`src/rtl/uart_param_fifo.sv`:
```
// uart_param_fifo: parametrised synchronous FIFO for the UART TX/RX paths.
// Arbitrary depth (no power-of-two assumption), live almost-empty/almost-full
// thresholds, pass-through write when full, sticky overrun/underrun flags,
// single-cycle flush and first-word fall-through read data.
// Optional feature macro: UART_FIFO_TIMEOUT_EN builds the idle-timeout
// detector; without it timeout_o is tied low.
module uart_param_fifo #(
  parameter  int WIDTH       = 8,
  parameter  int DEPTH       = 16,
  parameter  int TIMEOUT_CYC = 64,
  localparam int LVL_W       = $clog2(DEPTH + 1)
) (
  input  logic             clk_i,
  input  logic             reset_n_i,
  input  logic [WIDTH-1:0] wdata_i,
  input  logic             wen_i,
  input  logic             ren_i,
  output logic [WIDTH-1:0] rdata_o,
  input  logic             flush_i,
  input  logic [LVL_W-1:0] ae_thr_i,
  input  logic [LVL_W-1:0] af_thr_i,
  input  logic             clr_ovrn_i,
  input  logic             clr_udrn_i,
  output logic             ovrn_o,
  output logic             udrn_o,
  output logic [LVL_W-1:0] lvl_o,
  output logic             valid_o,
  output logic             empty_o,
  output logic             full_o,
  output logic             almost_empty_o,
  output logic             almost_full_o,
  output logic             timeout_o
);

  localparam int PTR_W = $clog2(DEPTH);

  logic [WIDTH-1:0] r_mem [DEPTH];
  logic [PTR_W-1:0] r_wr_ptr;
  logic [PTR_W-1:0] r_rd_ptr;
  logic [LVL_W-1:0] r_lvl;
  logic             r_ovrn;
  logic             r_udrn;

  logic w_empty;
  logic w_full;
  logic w_ra;
  logic w_wa;
  logic w_ovrn_set;
  logic w_udrn_set;

  // Pointer advance with explicit wrap so any DEPTH works.
  function automatic logic [PTR_W-1:0] ptr_inc(input logic [PTR_W-1:0] p);
    if (p == PTR_W'(DEPTH - 1)) begin
      return {PTR_W{1'b0}};
    end else begin
      return p + PTR_W'(1);
    end
  endfunction

  // Accept decode: flush overrides both requests; a read frees the slot for a write to a full FIFO.
  always_comb begin
    w_empty    = (r_lvl == {LVL_W{1'b0}});
    w_full     = (r_lvl == LVL_W'(DEPTH));
    w_ra       = ren_i & ~w_empty & ~flush_i;
    w_wa       = wen_i & (~w_full | (ren_i & ~w_empty)) & ~flush_i;
    w_ovrn_set = wen_i & ~w_wa & ~flush_i;
    w_udrn_set = ren_i & w_empty & ~flush_i;
  end

  // Storage array; contents are intentionally not reset.
  always_ff @(posedge clk_i) begin
    if (w_wa) begin
      r_mem[r_wr_ptr] <= wdata_i;
    end
  end

  // Pointers and occupancy; flush returns to the empty state in one cycle.
  always_ff @(posedge clk_i or negedge reset_n_i) begin
    if (!reset_n_i) begin
      r_wr_ptr <= {PTR_W{1'b0}};
      r_rd_ptr <= {PTR_W{1'b0}};
      r_lvl    <= {LVL_W{1'b0}};
    end else if (flush_i) begin
      r_wr_ptr <= {PTR_W{1'b0}};
      r_rd_ptr <= {PTR_W{1'b0}};
      r_lvl    <= {LVL_W{1'b0}};
    end else begin
      if (w_wa) begin
        r_wr_ptr <= ptr_inc(r_wr_ptr);
      end
      if (w_ra) begin
        r_rd_ptr <= ptr_inc(r_rd_ptr);
      end
      if (w_wa && !w_ra) begin
        r_lvl <= r_lvl + LVL_W'(1);
      end else if (w_ra && !w_wa) begin
        r_lvl <= r_lvl - LVL_W'(1);
      end
    end
  end

  // Sticky error flags: a new event wins over a same-cycle clear; flush leaves them alone.
  always_ff @(posedge clk_i or negedge reset_n_i) begin
    if (!reset_n_i) begin
      r_ovrn <= 1'b0;
      r_udrn <= 1'b0;
    end else begin
      if (w_ovrn_set) begin
        r_ovrn <= 1'b1;
      end else if (clr_ovrn_i) begin
        r_ovrn <= 1'b0;
      end
      if (w_udrn_set) begin
        r_udrn <= 1'b1;
      end else if (clr_udrn_i) begin
        r_udrn <= 1'b0;
      end
    end
  end

  // Status outputs; thresholds are compared live against the registered level.
  always_comb begin
    rdata_o        = r_mem[r_rd_ptr];
    lvl_o          = r_lvl;
    empty_o        = w_empty;
    full_o         = w_full;
    valid_o        = ~w_empty;
    ovrn_o         = r_ovrn;
    udrn_o         = r_udrn;
    almost_empty_o = (r_lvl <= ae_thr_i);
    almost_full_o  = (r_lvl >= af_thr_i);
  end

`ifdef UART_FIFO_TIMEOUT_EN
  localparam int CNT_W = $clog2(TIMEOUT_CYC + 1);

  logic [CNT_W-1:0] r_idle_cnt;
  logic [CNT_W-1:0] w_idle_nxt;
  logic             r_timeout;

  // Idle counter next value: any activity or an empty FIFO restarts it; it saturates at the limit.
  always_comb begin
    w_idle_nxt = r_idle_cnt;
    if (w_wa || w_ra || flush_i || w_empty) begin
      w_idle_nxt = {CNT_W{1'b0}};
    end else if (r_idle_cnt != CNT_W'(TIMEOUT_CYC)) begin
      w_idle_nxt = r_idle_cnt + CNT_W'(1);
    end else begin
      w_idle_nxt = r_idle_cnt;
    end
  end

  // Idle counter and registered timeout indication.
  always_ff @(posedge clk_i or negedge reset_n_i) begin
    if (!reset_n_i) begin
      r_idle_cnt <= {CNT_W{1'b0}};
      r_timeout  <= 1'b0;
    end else begin
      r_idle_cnt <= w_idle_nxt;
      r_timeout  <= (w_idle_nxt == CNT_W'(TIMEOUT_CYC));
    end
  end

  assign timeout_o = r_timeout;
`else
  assign timeout_o = 1'b0;
`endif

endmodule

```
`config.mk`:
```
export PLATFORM = sky130hd
export DESIGN_NAME = uart_param_fifo
export DESIGN_NICKNAME = d
export VERILOG_FILES = /design/src/rtl/uart_param_fifo.sv
export SDC_FILE = /design/constraint.sdc
export NUM_CORES = 1
export LEC_CHECK = 0
export ABC_AREA = 0
export BUFFER_PORTS_ARGS = -buffer_cell sky130_fd_sc_hd__buf_2
export CORE_MARGIN = 2
export CORE_UTILIZATION = 45
export CTS_CLUSTER_DIAMETER = 120
export DETAILED_ROUTE_END_ITERATION = 12
export GPL_ROUTABILITY_DRIVEN = 0
export PLACE_DENSITY = 0.6
export SETUP_SLACK_MARGIN = 0.02
export SYNTH_ARGS = -nofsm -noshare
export SYNTH_HDL_FRONTEND = slang
export SYNTH_SLANG_ARGS = --single-unit
```
`constraint.sdc`:
```
create_clock -name clk_i -period 4.6 [get_ports clk_i]
set_input_delay 0.46 -clock clk_i [delete_from_list [all_inputs] [get_ports clk_i]]
set_output_delay 0.46 -clock clk_i [all_outputs]
set_load 0.02 [all_outputs]
```
==> impl_metrics.toml <==
[cts]
cts.sinks = 143
cts_made_buffers = 17
post_cts_buffers = 0
cts_max_level = 4
cts_tree = "done"
post_cts_resized = 0
clk_pin_slew_ns = 0.06
clk_latency_ns = 0.42
root_buffer = "clkbuf_16"
clock_path_buffers = 2
cts.hold.buffers_added = 1

[power]
power_density_nw_per_um2 = 514
power_mw = 3.72
p_leak_nw = 2.58
p_clk_share_pct = 35.5
share_seq_of_total_power_pct = 41.6
p_sw_mw = 1.08
combPwrFrac_pct = 22.8
ir_worst_vdd_mv = 0.269
sw_frac_of_total_pct = 28.9
internal_power_mw = 2.65

[flow_run]
max-cap-violations = 0

[cells_and_area]
regArea_um2 = 4220
nets = 490
antenna_cells = 0
post-route-util_pct = 52.8
final_area_um2 = 7240
multiInputGateArea_um2 = 1900
fillCellCount = 1134
area.growth.synth_to_final_pct = 15.8
stdcell_count = 638
drive_above_1_share_pct = 23.1

[critical_path]
cp_data_arrival_time_ns = 2.66
start_kind = "flip-flop"
crit_fanout = 32
cp_top_family = "flip-flops"
worst-setup-path-type = "reg2out"
critPathCaptureType = "output port"
path_cells = "buf_12 -> mux2_1 -> o21ai_0 -> a21oi_1 -> o21ai_0 -> nand2_1 -> buf_2"
slowest_stage = "dfrtp_2"
cpPeakStageDelay_ns = 0.82
path_common_cell = "o21ai_0"
critPathBufInv = 2
worstPathRequired_ns = 4.14

[detailed_routing]
ant_nets = 0
wl_per_cell_um = 19.4
totalWireLength_mm = 12.4
drt_iter0_drc = 275
routed_via_density = 5.45
drc = 0
firstDrtPassIters = 6
num_vias = 3478

[global_route]
grt_overflow = 0
grt_pass1_wl_mm = 19.7
antenna_found_initial = 0
grt_max_degree = 33
grt_pass1_vias = 3468
grt_usage_pct = 18.2

[place]
dpl.hpwl_mm = 8.15
dp_slack_ns = 1.60
numPortBuffers = 44
placedInstanceArea_um2 = 6660
place_inst = 605

[yosys]
syn_area_um2 = 6260
yosysSeqAreaShare_pct = 67.4
synth_commonest_cells = "edfxtp_1, mux2i_1, nand2_1, ha_1, and2_1"
syn_area_per_cell_um2 = 15.8
synth_flop_cell = "edfxtp_1"
yosysTopAreaCellShare_pct = 61.4
synth_edf_count = 128
ys_types = 50
ys_warn_count = 0
yosysMostFrequentCell = "edfxtp_1"
synth_area_leaders = "edfxtp_1, dfrtp_1, mux4_2"
synth_nets = 440
ys_seq_elements = 143
yosys.area.top_type = "edfxtp_1"
async_reset_ff_share_pct = 10.5
synthCells = 395

[sta]
fin_tns_setup_ns = 0
rsz0062_at_grt = "false"
finalMaxSlewViolations = 0
max_freq_mhz = 321
fin_worst_skew_ns = 0.00767
tightest_slew_ns = 0.732
finalHoldViolations = 0
period_needed_ns = 3.12
relSlewSlack_pct = 51.2
period_share_pct = 67.8
fin_ws_ns = 1.48
hold_ws_ns = 0.222
finalSetupViolCount = 0

[status]
status = "completed"

[floorplan]
dieWidth_um = 122
boundaryPins = 46
die_h_um = 122
start_util_pct = 45.6
rows = 43
die-area_um2 = 14900
core-area_um2 = 13700

[hold_path]
hold_class = "in2reg"
-- power groups by stage --
stage	combinational [mW]	sequential, mW	clock [mW]
floorplan	0.629	1.56	0
global placement	0.844	1.57	0
detailed placement	0.858	1.58	0
CTS	0.862	1.55	1.34
global route	0.938	1.56	1.40
finish	0.851	1.55	1.32
-- layout by cell type, fill, tap and decap left out, drive strengths merged, types with 6 or more instances in the layout --
cell type	instances
mux2	10
inv	20
mux2i	28
ha	19
o21ai	18
and2	18
mux4	16
a221oi	8
clkbuf	18
a22oi	8
buf	47
dfrtp	15
a21oi	16
nor2	12
nand2	20
clkinv	6
edfxtp	128
-- flip-flops by register name, summed over array words and instances (netlist names) --
| signal | flops |
|---|---|
| r_mem | 128 |
| lvl_o | 5 |
| ovrn_o | 1 |
| r_rd_ptr | 4 |
| udrn_o | 1 |
| r_wr_ptr | 4 |
-- cell families after synthesis --
group / synth area share (%)
flops: 67.4
fa+ha+maj: 4.12
simple gates: 6.12
buf+inv: 2.22
compound gates: 6.94
xor+xnor: 0.700
other cells: 0.0599
mux: 12.4
-- metal layers --
metal	GRT usage (%)	wire length, µm	vias up
met5	0	0	-
met4	7.69	203	0
met3	4.82	573	15
met2	27.5	5760	77
met1	25.1	5860	1756
li1	-	-	1630
-- worst paths after layout --
path                       slack (ns)     endpoint         from  cells past startpoint
min                              0.22       ovrn_o   clr_ovrn_i                      2
max                              1.48   rdata_o[6]  r_rd_ptr[0]                      7
min reg2reg                      0.54       ovrn_o       ovrn_o                      2
min in group asynchronous        0.50     lvl_o[2]    reset_n_i                      2
max reg2reg                      1.56     lvl_o[4]     lvl_o[1]                      9
max in group asynchronous        3.80  r_rd_ptr[0]    reset_n_i                      2
-- final cells by class --
class                      count  area share [%]
tap                          180            3.11
sequential                   143            58.3
inverter                      17           0.881
multi-input combinational    218            26.2
timing repair buffer          48            3.66
clock buffer                  18            5.93
clock inverter                14            1.93
Power figures use the tool's default switching activity.
